### config.mk
export PLATFORM = sky130hd
export DESIGN_NAME = seg7_scan_ctrl
export DESIGN_NICKNAME = d
export VERILOG_FILES = /design/src/rtl/seg7_pkg.sv /design/src/rtl/seg7_hex_dec.sv /design/src/rtl/seg7_scan_ctrl.sv
export SDC_FILE = /design/constraint.sdc
export NUM_CORES = 1
export LEC_CHECK = 0
export CAP_MARGIN = 20
export CORE_MARGIN = 1.5
export CORE_UTILIZATION = 50
export CTS_CLUSTER_SIZE = 14
export DETAILED_ROUTE_END_ITERATION = 7
export PLACE_DENSITY = 0.75
export SYNTH_ARGS = -nofsm -noshare
export SYNTH_HDL_FRONTEND = slang
export SYNTH_SLANG_ARGS = --single-unit
### constraint.sdc
create_clock -name clk -period 2.8 [get_ports clk]
set_input_delay 0.28 -clock clk [delete_from_list [all_inputs] [get_ports clk]]
set_output_delay 0.28 -clock clk [all_outputs]
set_load 0.01 [all_outputs]
### src/rtl/seg7_pkg.sv
// Shared definitions for the multiplexed 7-segment scan controller:
// display modes, segment constants and the hex-to-segment table.
package seg7_pkg;

    localparam logic [7:0] SEG_BLANK  = 8'hFF;
    localparam int         SEG_DP_BIT = 7;

    typedef enum logic {
        MODE_HEX = 1'b0,
        MODE_RAW = 1'b1
    } disp_mode_e;

    // Common-anode, active-low pattern {dp,g,f,e,d,c,b,a} with the dp dark.
    function automatic logic [7:0] hex_to_seg(input logic [3:0] nibble);
        case (nibble)
            4'h0: hex_to_seg = 8'hC0;
            4'h1: hex_to_seg = 8'hF9;
            4'h2: hex_to_seg = 8'hA4;
            4'h3: hex_to_seg = 8'hB0;
            4'h4: hex_to_seg = 8'h99;
            4'h5: hex_to_seg = 8'h92;
            4'h6: hex_to_seg = 8'h82;
            4'h7: hex_to_seg = 8'hF8;
            4'h8: hex_to_seg = 8'h80;
            4'h9: hex_to_seg = 8'h90;
            4'hA: hex_to_seg = 8'h88;
            4'hB: hex_to_seg = 8'h83;
            4'hC: hex_to_seg = 8'hC6;
            4'hD: hex_to_seg = 8'hA1;
            4'hE: hex_to_seg = 8'h86;
            default: hex_to_seg = 8'h8E;
        endcase
    endfunction

endpackage

### src/rtl/seg7_hex_dec.sv
// Combinational hex digit decoder: nibble plus decimal point plus blanking
// to an active-low segment byte.
module seg7_hex_dec
    import seg7_pkg::*;
(
    input  logic [3:0] nibble,
    input  logic       dp,
    input  logic       blank,
    output logic [7:0] seg
);

    // A blanked digit still carries its decimal point.
    always_comb begin
        seg = blank ? SEG_BLANK : hex_to_seg(nibble);
        if (dp) begin
            seg[SEG_DP_BIT] = 1'b0;
        end
    end

endmodule

### src/rtl/seg7_scan_ctrl.sv
// Multiplexed common-anode 7-segment scan controller with tear-free frame
// updates, leading-zero blanking, PWM brightness and a ghost-blank cycle.
module seg7_scan_ctrl
    import seg7_pkg::*;
#(
    parameter int NDIG      = 8,
    parameter int SCAN_LOG2 = 15,
    parameter int PWM_BITS  = 4
) (
    input  logic                clk,
    input  logic                rstn,
    input  logic [8*NDIG-1:0]   i_data,
    input  logic                i_mode,
    input  logic [NDIG-1:0]     i_dp,
    input  logic                i_blank_lz,
    input  logic [PWM_BITS-1:0] i_bright,
    input  logic                i_load,
    output logic [7:0]          o_seg,
    output logic [NDIG-1:0]     o_sel,
    output logic                o_frame
);

    localparam int               DIG_W    = $clog2(NDIG);
    localparam logic [DIG_W-1:0] LAST_DIG = DIG_W'(NDIG - 1);

    logic [SCAN_LOG2-1:0] cyc;
    logic [DIG_W-1:0]     dig;
    logic                 wrap;
    logic                 frame_end;

    logic [8*NDIG-1:0]    sh_data,  act_data;
    disp_mode_e           sh_mode,  act_mode;
    logic [NDIG-1:0]      sh_dp,    act_dp;
    logic                 sh_blz,   act_blz;
    logic                 pend;

    assign wrap      = &cyc;
    assign frame_end = wrap && (dig == LAST_DIG);

    always_ff @(posedge clk or negedge rstn) begin
        if (!rstn) begin
            cyc     <= '0;
            dig     <= '0;
            o_frame <= 1'b0;
        end else begin
            cyc     <= cyc + 1'b1;
            o_frame <= frame_end;
            if (wrap) begin
                dig <= (dig == LAST_DIG) ? '0 : dig + 1'b1;
            end
        end
    end

    // NOTE: non-blocking assignment is what makes a load coinciding with the
    // frame end hand the *previous* shadow to active while keeping pend set.
    always_ff @(posedge clk or negedge rstn) begin
        if (!rstn) begin
            sh_data  <= '0;
            sh_mode  <= MODE_HEX;
            sh_dp    <= '0;
            sh_blz   <= 1'b0;
            act_data <= '0;
            act_mode <= MODE_HEX;
            act_dp   <= '0;
            act_blz  <= 1'b0;
            pend     <= 1'b0;
        end else begin
            if (frame_end && pend) begin
                act_data <= sh_data;
                act_mode <= sh_mode;
                act_dp   <= sh_dp;
                act_blz  <= sh_blz;
            end
            if (i_load) begin
                sh_data <= i_data;
                sh_mode <= disp_mode_e'(i_mode);
                sh_dp   <= i_dp;
                sh_blz  <= i_blank_lz;
                pend    <= 1'b1;
            end else if (frame_end) begin
                pend    <= 1'b0;
            end
        end
    end

    // Digit k>0 blanks when it and every more-significant nibble are zero.
    logic [NDIG-1:0] lz_mask;
    logic            upper_zero;

    // NOTE: every always_comb output gets a default first so no latch is inferred.
    always_comb begin
        lz_mask    = '0;
        upper_zero = 1'b1;
        for (int k = NDIG - 1; k >= 1; k--) begin
            upper_zero = upper_zero && (act_data[4*k +: 4] == 4'h0);
            lz_mask[k] = act_blz && upper_zero;
        end
    end

    logic [3:0] cur_nib;
    logic [7:0] cur_byte;
    logic       cur_dp;
    logic       cur_blank;
    logic [7:0] hex_seg;

    always_comb begin
        cur_nib   = '0;
        cur_byte  = '0;
        cur_dp    = 1'b0;
        cur_blank = 1'b0;
        for (int k = 0; k < NDIG; k++) begin
            if (dig == DIG_W'(k)) begin
                cur_nib   = act_data[4*k +: 4];
                cur_byte  = act_data[8*k +: 8];
                cur_dp    = act_dp[k];
                cur_blank = lz_mask[k];
            end
        end
    end

    seg7_hex_dec u_hex_dec (
        .nibble (cur_nib),
        .dp     (cur_dp),
        .blank  (cur_blank),
        .seg    (hex_seg)
    );

    // Cycle 0 of each slot is the ghost-blank gap; the slot's top bits set PWM phase.
    logic [PWM_BITS-1:0] phase;
    logic                sel_on;
    logic [7:0]          seg_next;
    logic [NDIG-1:0]     sel_next;

    assign phase    = cyc[SCAN_LOG2-1 -: PWM_BITS];
    assign sel_on   = (cyc != '0) && ((&i_bright) || (phase < i_bright));
    assign seg_next = (act_mode == MODE_RAW) ? cur_byte : hex_seg;
    assign sel_next = sel_on ? ~(NDIG'(1) << dig) : '1;

    always_ff @(posedge clk or negedge rstn) begin
        if (!rstn) begin
            o_seg <= SEG_BLANK;
            o_sel <= '1;
        end else begin
            o_seg <= seg_next;
            o_sel <= sel_next;
        end
    end

endmodule

==> metrics.md <==
| Metric | Value |
|---|---|
| Layout cell share with drive strength beyond 1 | 0.2980 |
| Power share of the clock group | 0.455 |
| CTS sink cnt | 184 |
| Synthesized flop and latch total | 184 |
| Yosys warnings | 0 |
| Initial DRC Count | 344 |
| Synth cell types | 60 |
| Final setup TNS | 0 ns |
| Largest net degree at the start of global routing | 74 |
| RD Place Congestion | 0.9309 |
| Worst-path clk slew | 0.07 ns |
| Sequential element share of the synthesized area | 0.5296 |
| Hpwl dp | 15.27 mm |
| Syn avg cell area | 12.64 um2 |
| Outcome | completed |
| Rel. slew slack | 0.6086 |
| Critical path arrival | 2.98 ns |
| Combinational share of power | 0.056 |
| Internal | 4.573 mW |
| Die Ht | 135.2 um |
| EDFF count, synth | 0 |
| Initial Util | 0.5084 |
| # diodes | 0 |
| Nets | 895 |
| Via-per-instance ratio | 5.635 |
| Htree depth | 4 |
| I/O Pins | 98 |
| CORE AREA | 0.01718 mm2 |
| Setup violators final | 0 |
| Detail Route Antenna Nets | 0 |
| P_sw | 1.210 mW |
| CP Class | reg2reg |
| Worst Path Buf+Inv | 1 |
| Synth Net Count | 787 |
| RSZ-0062 raised after global routing | no |
| Clk_lat worst skew | 0.42 ns |
| Area after DPL | 0.01007 mm2 |
| Clock Tree Buf Depth | 2 |
| Full die area | 0.01827 mm2 |
| Area growth from synthesis to layout | 23.38% |
| Syn Std Cell Area | 0.008732 mm2 |
| Net Sw Frac | 0.2092 |
| DRC Markers | 0 |
| Drt total wl | 21.12 mm |
| Global-route wire length before repair | 33.99 mm |
| CP startpoint kind | flip-flop |
| Fillers | 1337 |
| Wirelength per Cell | 20.37 um |
| Fmax | 379.7 MHz |
| Mapped Cells | 691 |
| Flop pwr share | 0.489 |
| CP required | 3.15 ns |
| Crit path max fanout | 20 |
| Static Leakage | 4.911 nW |
| Setup WS post-layout | 0.1664 ns |
| CP delay by family, top | compound AO/OA/AOI/OAI gates |
| Final Core Density | 0.6273 |
| Drt first pass iters | 5 |
| Worst-Margin Slew | 0.5722 ns |
| Design Area, Final | 0.01077 mm2 |
| Peak supply drop | 0.0005913 V |
| Final-report max-slew violation count | 0 |
| Critical-path cell list | ha_1 -> ha_2 -> buf_4 -> nor2b_1 -> o32ai_1 -> o311a_1 -> nor2_1 -> or3_1 -> a31oi_1 |
| CP endpoint kind | flip-flop |
| Final Skew | 0.01074 ns |
| Buffers on Ports | 97 |
| Commonest non-fill, non-tap cells in the layout | 168 x dfrtp_1, 95 x clkdlybuf4s50_1, 88 x mux2_2, 60 x mux2_4, 39 x nand2_1 |
| TritonCTS buffer count | 17 |
| Vias in the first global route | 6119 |
| CTS tree | done |
| Pwr dens | 536.8 mW/mm2 |
| Max-cap viol count | 0 |
| Hold Crit Class | in2async |
| Vias | 5843 |
| Most common cell after layout, fill and taps aside | dfrtp_1 |
| Row count | 48 |
| Final hold violations | 0 |
| Antenna violations before repair | 0 |
| Place WS | 0.07648 ns |
| Main synth FF type | dfrtp_1 |
| Asr flop ratio synth | 1.000 |
| Die W | 135.2 um |
| GRT Resource Usage Total | 0.2455 |
| Slowest stage cell, crit path | dfrtp_1 |
| Overflow left after global routing | 0 |
| Critical Path Max Stage Delay | 0.40 ns |
| Final period util | 0.9406 |
| CTS root buf | clkbuf_16 |
| Crit path time final | 2.634 ns |
-- cell families after synthesis --
logic type               Yosys count  share of synthesized area
AND/OR/NAND/NOR                  140                    0.08053
AO/OA/AOI/OAI                    124                    0.09987
buffers and inverters             65                    0.03654
adder cells (fa/ha/maj)           15                    0.02149
flip-flops                       184                     0.5296
XOR/XNOR                          13                    0.01304
multiplexers                     150                     0.2189
-- power by group through the flow --
stage	combinational [mW]	sequential, mW	clock, mW
floorplan	0.136	2.85	0
global placement	0.313	2.87	0
detailed placement	0.326	2.88	0
CTS	0.332	2.83	2.68
global route	0.356	2.84	2.80
finish	0.323	2.83	2.63
-- layer usage --
metal  global-route usage  vias up  wire length [um]
met1               0.3457     2942              9884
met5                    0        -                 0
met4              0.06511        0               278
met3              0.03928       16               839
met2               0.3977      149             10120
li1                     -     2736                 -
-- stage by stage --
stage	power (mW)	instances	hold WS, ns
2_1_floorplan	2.989	691	-0.01559
3_3_place_gp	3.186	1002	0.2495
3_5_place_dp	3.206	1002	0.2592
4_1_cts	5.846	1035	0.3840
5_1_grt	5.993	1037	0.4025
6_report	5.783	1037	0.3649
-- area by class of cell --
cell class | instances | area, um2 | share of cell area
sequential | 184 | 4624 | 0.4292
multi-input combinational | 442 | 3837 | 0.3562
timing repair buffer | 130 | 1292 | 0.1200
clock buffer | 19 | 432.9 | 0.04018
tap | 225 | 281.5 | 0.02613
clock inverter | 13 | 215.2 | 0.01997
inverter | 24 | 90.09 | 0.008361
-- sequential cells by signal, summed over array words and instances (netlist names) --
name      cells
act_blz       1
act_data     64
act_dp        8
act_mode      1
cyc          15
dig           3
o_frame       1
o_seg         8
o_sel         8
pend          1
sh_blz        1
sh_data      64
sh_dp         8
sh_mode       1
-- synth_stat cells (all sizes together) (6+ instances only) --
| cell type | count | share of area |
|---|---|---|
| nor2b | 10 | 0.0072 |
| xnor2 | 9 | 0.0090 |
| nand2 | 39 | 0.017 |
| and3 | 6 | 0.0043 |
| buf | 25 | 0.019 |
| nand2b | 6 | 0.0043 |
| dfstp | 16 | 0.048 |
| nor4 | 9 | 0.0064 |
| nor2 | 26 | 0.011 |
| a221oi | 15 | 0.015 |
| nand3 | 20 | 0.012 |
| inv | 23 | 0.0099 |
| dfrtp | 168 | 0.48 |
| a21oi | 32 | 0.018 |
| o21ai | 18 | 0.011 |
| a31oi | 7 | 0.0050 |
| ha | 15 | 0.021 |
| mux2 | 148 | 0.22 |
| clkbuf | 16 | 0.0069 |
-- final timing paths --
check / from / end / slack, ns / cells after the start
worst max-delay path: dig[0] / o_seg[1] / 0.17 / 9
max in group asynchronous: rstn / o_seg[4] / 1.64 / 3
worst min-delay path: rstn / sh_data[1] / 0.36 / 2
worst max register to register: dig[0] / o_seg[1] / 0.17 / 9
min in group clk: i_mode / sh_mode / 0.47 / 2
worst min register to register: cyc[0] / cyc[0] / 0.50 / 1
-- what timing repair did --
item,in CTS,in global routing
buffers inserted,0,2
hold buffers,1,0
hold endpoints to repair,51,0
setup endpoints to repair,0,7
gates resized for setup,0,7
(Power assumes the default switching activity.)
